`config.mk`:
```
export PLATFORM = sky130hd
export DESIGN_NAME = fetch_unit
export DESIGN_NICKNAME = d
export VERILOG_FILES = /design/src/rtl/fetch_unit.sv
export SDC_FILE = /design/constraint.sdc
export NUM_CORES = 1
export LEC_CHECK = 0
export ABC_AREA = 1
export CAP_MARGIN = 5
export CELL_PAD_IN_SITES_DETAIL_PLACEMENT = 0
export CELL_PAD_IN_SITES_GLOBAL_PLACEMENT = 1
export CORE_MARGIN = 2
export CORE_UTILIZATION = 36
export DETAILED_ROUTE_END_ITERATION = 10
export HOLD_SLACK_MARGIN = 0.05
export PLACE_DENSITY = 0.9
export SYNTH_ARGS = -nofsm -noshare
export SYNTH_HDL_FRONTEND = slang
export SYNTH_SLANG_ARGS = --single-unit
```
`constraint.sdc`:
```
create_clock -name clk -period 4.7 [get_ports clk]
set_input_delay 0.94 -clock clk [delete_from_list [all_inputs] [get_ports clk]]
set_output_delay 0.94 -clock clk [all_outputs]
set_load 0.005 [all_outputs]
```
`src/rtl/fetch_unit.sv`:
```
// Instruction fetch stage: issues one ROM read per cycle into a 2-entry
// {instr, pc} FIFO, accounting for the in-flight read so the FIFO never overflows.
module fetch_unit (
  input  logic        clk,
  input  logic        reset,
  input  logic        enable,
  input  logic        flush,
  input  logic [7:0]  pc_in,
  output logic        pc_enable,
  output logic [7:0]  pc_increment,
  output logic        mem_req,
  output logic [7:0]  mem_addr,
  input  logic [15:0] mem_data,
  output logic [15:0] instr,
  output logic [7:0]  instr_pc,
  output logic        instr_valid,
  input  logic        out_ready,
  output logic        busy
);

  logic [1:0]  count;
  logic        inflight;
  logic [7:0]  tag;
  logic [15:0] data0, data1;
  logic [7:0]  addr0, addr1;
  logic        pop, push, issue;
  logic [2:0]  occupancy;

  assign instr_valid = (count != 2'd0);
  assign pop         = instr_valid & out_ready;
  assign push        = inflight & ~flush;
  assign occupancy   = {1'b0, count} - {2'b00, pop} + {2'b00, inflight};

  // Reset gates issue so the strobes drop the moment reset is asserted.
  assign issue = reset & enable & ~flush & (occupancy < 3'd2);

  assign mem_req      = issue;
  assign pc_enable    = issue;
  assign pc_increment = issue ? 8'd1 : 8'd0;
  assign mem_addr     = issue ? pc_in : 8'd0;

  assign instr    = data0;
  assign instr_pc = addr0;
  assign busy     = inflight | instr_valid;

  always_ff @(posedge clk or negedge reset) begin
    if (!reset) begin
      count    <= 2'd0;
      inflight <= 1'b0;
      tag      <= 8'd0;
      data0    <= 16'd0;
      data1    <= 16'd0;
      addr0    <= 8'd0;
      addr1    <= 8'd0;
    end else begin
      inflight <= issue;
      if (issue) begin
        tag <= pc_in;
      end
      if (flush) begin
        count <= 2'd0;
      end else begin
        // Entry 0 is always the head; entry 1 shifts down on a pop.
        case ({push, pop})
          2'b10: begin
            if (count == 2'd0) begin
              data0 <= mem_data;
              addr0 <= tag;
              count <= count + 2'd1;
            end else if (count == 2'd1) begin
              data1 <= mem_data;
              addr1 <= tag;
              count <= count + 2'd1;
            end
          end
          2'b01: begin
            data0 <= data1;
            addr0 <= addr1;
            count <= count - 2'd1;
          end
          2'b11: begin
            if (count == 2'd1) begin
              data0 <= mem_data;
              addr0 <= tag;
            end else begin
              data0 <= data1;
              addr0 <= addr1;
              data1 <= mem_data;
              addr1 <= tag;
            end
          end
          default: begin
          end
        endcase
      end
    end
  end

endmodule

```
==> summary.txt <==
Drt
  • Detailed router's first-iteration violation count: 203
  • DR pass1 iterations: 5
  • DR WL/cell: 12.51 microns
  • DRC: 0
  • Drt total wl: 9692 microns
  • Via count: 3,588
  • Vias per cell: 4.630
  • Antenna Nets Post-Route: 0

Placed design
  • Post-DP Area: 4348 sq um
  • # port buffers: 65
  • Worst slack, placed: 0.1422 ns
  • Final HPWL from detailed placement: 5778 microns
  • Routability cong.: 0.7756

Timing
  • Hold Slack: 0.4778 ns
  • Clk_skew: 0.008879 ns
  • Final setup violation count: 0
  • Tmin final: 4.517 ns
  • Relative slew slack: 46.08%
  • Least-Margin Pin Slew: 0.8060 ns
  • Fmax: 0.2214 GHz
  • Final WS setup: 0.1833 ns
  • Unrepaired setup endpoints after global routing: no
  • Max Slew Vio Count: 0
  • Final worst path period share: 96.10%
  • Setup TNS: 0 ns
  • Hold violation count in the final report: 0

Clock tree
  • CTS Sinks: 59
  • Total CTS buffers: 9
  • CTS tree: yes
  • Setup bufs post-CTS: 0
  • CTS Hold Bufs: 0
  • Worst-path clk slew: 0.07 ns
  • Clk_lat worst skew: 0.34 ns
  • CTS Buffer Depth: 2
  • Clock root buffer: clkbuf_8
  • Htree depth: 3

Setup path
  • Critical-path top delay cell: clkdlybuf4s50_1
  • CP max FO: 16
  • Crit-path max cell delay: 0.50 ns
  • Critical path capture point type: output pin
  • Critical path arrival: 3.58 ns
  • FF-to-FF setup slack: 1.96 ns
  • CP Cell Sequence: clkdlybuf4s50_1 -> inv_2 -> nor2_4 -> ha_1 -> or2_2 -> fa_1 -> nand2_1 -> nor2_1 -> nand2_1 -> buf_4 -> nor2_1 -> clkdlybuf4s50_1
  • CP required: 3.76 ns
  • Critical path type: input port to output pin
  • CP delay by family, top: buffers and inverters
  • CP bufs+invs: 4
  • Worst Setup Start Kind: input port

Logic synthesis
  • Asr flop ratio synth: 100.0%
  • Post-synth EDFFs: 0
  • Seq/Total Area, Yosys: 39.85%
  • Flops & latches, synth: 59
  • Synth Cell Area: 3705 sq um
  • Post-synth top flop: dfrtp_1
  • Yosys warns: 0
  • Syn Area/Cell: 6.355 sq um
  • Synthesized instance count: 583
  • Post-synthesis cell type count: 23

Floorplanning
  • I/O pin count: 73
  • Initial Util: 36.54%
  • Core area: 10,140 sq um
  • Die height: 105.4 microns
  • Die ar.: 11,120 sq um
  • Rows: 37
  • Die width: 105.4 microns

Worst hold path
  • Worst min-delay path class: register to register

Global route
  • Total Routing Usage GR: 18.09%
  • Largest net degree at the start of global routing: 60
  • Vias in the first global route: 3,533
  • First-pass GRT wire length: 16,100 microns
  • Grt total ovfl: 0
  • Met2 usage: 28.43%
  • GRT met3 Usage: 3.649%
  • Met1 usage: 23.51%
  • GR peak layer: met2
  • Antenna violations before repair: 0

Finish
  • Fill count: 1,014
  • Sequential cell area: 1476 sq um
  • Commonest non-fill, non-tap cells in the layout: nand2_1 (309), nor2_1 (63), clkdlybuf4s50_1 (63)
  • Most common cell after layout, fill and taps aside: nand2_1
  • Multi-input logic area: 1861 sq um
  • Fin nets: 667
  • Antenna diodes: 0
  • Share of cells above drive strength 1: 6.103%
  • P&R area growth vs syn: 23.54%
  • Design area: 4577 sq um

Power
  • Leakage Power: 2.429 nW
  • Sw Ratio: 33.78%
  • Psw: 699.7 uW
  • Pwr per Cell Area: 452.5 nW/um^2
  • Clock Power Share: 25.9%
  • Sequential power share: 38.3%
  • Cell Int Power: 1.371 mW
  • VDD IR-drop max: 0.0001679 V
  • Combinational group share of total power: 35.8%

Run status
  • Status: finished clean

Job
  • Maximum Capacitance Violations: 0
[metal layers]
| layer | part of all wire [%] | up-vias |
|---|---|---|
| li1 | - | 1854 |
| met1 | 46 | 1609 |
| met2 | 46 | 117 |
| met3 | 6.9 | 8 |
| met4 | 1.4 | 0 |
| met5 | 0 | - |
[what timing repair did]
action | CTS | global route
endpoints found under the hold margin | 0 | 0
resized for setup | 0 | 2
setup endpoints to repair | 0 | 2
[kinds of logic (layout without fill, tap and decap cells)]
logic type,Yosys count,after routing,share of synthesized area (%)
DFF,59,59,39.85
adders and majority gates,4,4,1.554
other,1,7,0.1012
buffers and inverters,77,127,10.54
and+or+nand+nor,396,396,41.64
xor gates and xnor gates,1,1,0.2364
AOI/OAI and AO/OA,45,45,6.079
[synthesized netlist by cell type (3+ instances only)]
cell     instances  share of area [%]
buf_4           13                2.6
dfrtp_1         59                 40
buf_2           18                2.4
buf_6            4                1.2
nor2_1          63                6.4
nand3_1         14                1.9
ha_1             3                1.0
a21oi_1         18                2.4
inv_2            7               0.71
inv_1           33                3.3
o21ai_1         18                2.4
nand2_1        309                 31
o21ai_0          9                1.2
nand2_2          3               0.51
[final timing paths]
| path | end | start | cells past startpoint |
|---|---|---|---|
| max | mem_addr[1] | out_ready | 12 |
| max reg2reg | tag[6] | count[1] | 13 |
| max in group asynchronous | data1[4] | reset | 2 |
| min | instr[6] | instr[6] | 2 |
| min reg2reg | instr[6] | instr[6] | 2 |
| min in group asynchronous | instr[3] | reset | 2 |
[flip-flops by register name (all words and copies together) (netlist names)]
signal	flops
instr_pc	8
addr1	8
data1	16
inflight	1
instr	16
tag	8
count	2
[per-stage QoR]
step / power [mW] / utilization [%] / cells
detailed placement: 1.547 / 42.89 / 759
global placement: 1.523 / 42.89 / 759
CTS: 2.091 / 45.12 / 775
floorplan: 1.205 / - / 589
finish: 2.071 / 45.14 / 775
global route: 2.232 / 45.14 / 775
[layout make-up]
class	count	share of cell area (%)
multi-input combinational	453	40.65
sequential	59	32.26
timing repair buffer	71	15.14
tap	136	3.718
clock buffer	11	3.308
inverter	40	3.280
clock inverter	5	1.640
[worst reg2reg max path, delay by kind of cell, from the launching register on]
kind | cells | cell delay [ns]
AO/OA/AOI/OAI | 1 | 0.08
adder cells (fa/ha/maj) | 3 | 0.96
buffers and inverters | 3 | 0.44
flip-flops | 1 | 0.42
AND/OR/NAND/NOR | 6 | 0.70
[power groups by stage]
stage,sequential [mW],clock [mW],combinational [mW]
after global placement,0.796,0,0.727
after floorplan,0.789,0,0.416
after detailed placement,0.802,0,0.745
after global routing,0.818,0.572,0.842
final,0.793,0.536,0.742
after CTS,0.794,0.547,0.750
No activity file was read; power rests on OpenSTA's default activity.
==> RTL edit (same settings) <==
Reset style: synchronous (`reset`), changed in one clocked block.
--- a/src/rtl/fetch_unit.sv
+++ b/src/rtl/fetch_unit.sv
@@ -45,3 +45,3 @@
 
-  always_ff @(posedge clk or negedge reset) begin
+  always_ff @(posedge clk) begin
     if (!reset) begin
Formal check against the unedited RTL: differs if reset is asserted again (counterexample within 4 cycles, from zero or initial values and one cycle with reset low); with reset held inactive, the same outputs for 4 cycles.
==> RTL edit against the original RTL <==
- worst hold slack gained 0.0073 ns
- critical path depth down 1
- routed wire length is 7.9% higher
- synthesized cell count is 12% higher
- setup slack got worse by 0.023 ns
- cell area rose by 3.4%
- area after synthesis grew 4.2%
- sequential cell count did not move
- non-clock buffer count grew 4
- highest routed layer unchanged
Power is not compared: it rests on default switching activity, and its combinational part moved more than twofold at a synthesized area within 25%.
==> RTL edit: results <==
<?xml version="1.0" encoding="UTF-8"?>
<metrics>
  <group name="synthesis">
    <metric name="synth.top_cells.by_area" unit="">sky130_fd_sc_hd__dfxtp_1, sky130_fd_sc_hd__nand2_1, sky130_fd_sc_hd__nor2_1, sky130_fd_sc_hd__nand3_1, sky130_fd_sc_hd__o21ai_0</metric>
    <metric name="synth.top_cells.by_count" unit="">sky130_fd_sc_hd__nand2_1, sky130_fd_sc_hd__nor2_1, sky130_fd_sc_hd__dfxtp_1, sky130_fd_sc_hd__inv_1</metric>
    <metric name="synth.yosys.seq_area_share" unit="">0.306</metric>
    <metric name="synth-async-reset-ratio" unit="">0</metric>
    <metric name="syn_avg_cell_area" unit="sq um">5.92</metric>
    <metric name="synth-main-ff-cell" unit="">sky130_fd_sc_hd__dfxtp_1</metric>
  </group>
  <group name="floorplanning">
    <metric name="die_width" unit="microns">108</metric>
  </group>
  <group name="worst_hold_path">
    <metric name="holdCritStartpoint" unit="">tag[4]</metric>
    <metric name="hold_path_end" unit="">tag[4]</metric>
  </group>
  <group name="timing">
    <metric name="fmax" unit="MHz">220</metric>
    <metric name="fin_worst_skew" unit="ns">0.00917</metric>
    <metric name="worst-slew-pin-transition" unit="ns">1.04</metric>
  </group>
  <group name="placement">
    <metric name="post-place-ws" unit="ns">-0.0308</metric>
    <metric name="placement_stage_cell_area" unit="sq um">4500</metric>
  </group>
  <group name="route">
    <metric name="routed_wl" unit="microns">10500</metric>
    <metric name="dr_total_vias" unit="">4068</metric>
    <metric name="detail_route.wl_per_cell" unit="microns">12.5</metric>
    <metric name="drt_first_iter_violations" unit="">180</metric>
  </group>
  <group name="grt">
    <metric name="vias_in_the_first_global_route" unit="">3867</metric>
  </group>
  <group name="critical_path">
    <metric name="cp-endpoint" unit="">mem_addr[2]</metric>
    <metric name="worstPathMaxFanout" unit="">4</metric>
    <metric name="rrSetupSlack" unit="ns">1.83</metric>
    <metric name="crit-reg2reg-launch" unit="">count[1]</metric>
    <metric name="worst-r2r-cell-count" unit="">8</metric>
    <metric name="worstPathArrival" unit="ns">3.60</metric>
  </group>
  <group name="finish">
    <metric name="layout.filler_cells" unit="">1104</metric>
    <metric name="drive_gt1_frac" unit="">0.0712</metric>
  </group>
  <group name="status">
    <metric name="status" unit="">finished, final reports clean</metric>
  </group>
</metrics>
-- RTL edit: power groups by stage --
stage               registers (mW)  logic (mW)  clock network [mW]
floorplan                    0.534      0.0942                   0
global placement             0.534       0.163                   0
detailed placement           0.534       0.165                   0
CTS                          0.523       0.167               0.531
global route                 0.525       0.187               0.554
finish                       0.523       0.167               0.520
-- RTL edit: stage by stage --
| step | utilization | TNS [ns] |
|---|---|---|
| after global routing | 0.456 | 0 |
| after CTS | 0.455 | 0 |
| after global placement | 0.434 | 0 |
| after detailed placement | 0.434 | -0.0308 |
| after floorplan | - | 0 |
| final | 0.456 | 0 |
-- RTL edit: logic make-up after synthesis --
group,after synthesis,synth area share
adders and majority gates,4,0.0149
and+or+nand+nor,398,0.430
buffers and inverters,109,0.134
other,1,0.000972
DFF,59,0.306
xor gates and xnor gates,1,0.00227
AOI/OAI and AO/OA,80,0.112
-- RTL edit: routing by layer --
layer	wire length, microns	up-vias	track usage
met2	4860	93	0.307
met4	119	0	0.0907
met1	5010	1857	0.249
met5	0	-	0
met3	476	13	0.0297
li1	-	2105	-
-- RTL edit: layout make-up --
cell class	count	share of cell area
Tap cell	136	0.0360
Clock inverter	6	0.0193
Timing Repair Buffer	75	0.153
Inverter	62	0.0492
Clock buffer	9	0.0262
Multi-Input combinational cell	491	0.467
Sequential cell	59	0.250
-- RTL edit: worst register-to-register path, stage by stage, from the launching register on --
cell and delay, ns:
sky130_fd_sc_hd__dfxtp_1 0.41, sky130_fd_sc_hd__inv_1 0.11, sky130_fd_sc_hd__ha_1 0.27, sky130_fd_sc_hd__nor2_4 0.13, sky130_fd_sc_hd__buf_4 0.30, sky130_fd_sc_hd__nand2_2 0.36, sky130_fd_sc_hd__nand2_1 0.75, sky130_fd_sc_hd__buf_4 0.34
sky130_fd_sc_hd__a21oi_1 0.09
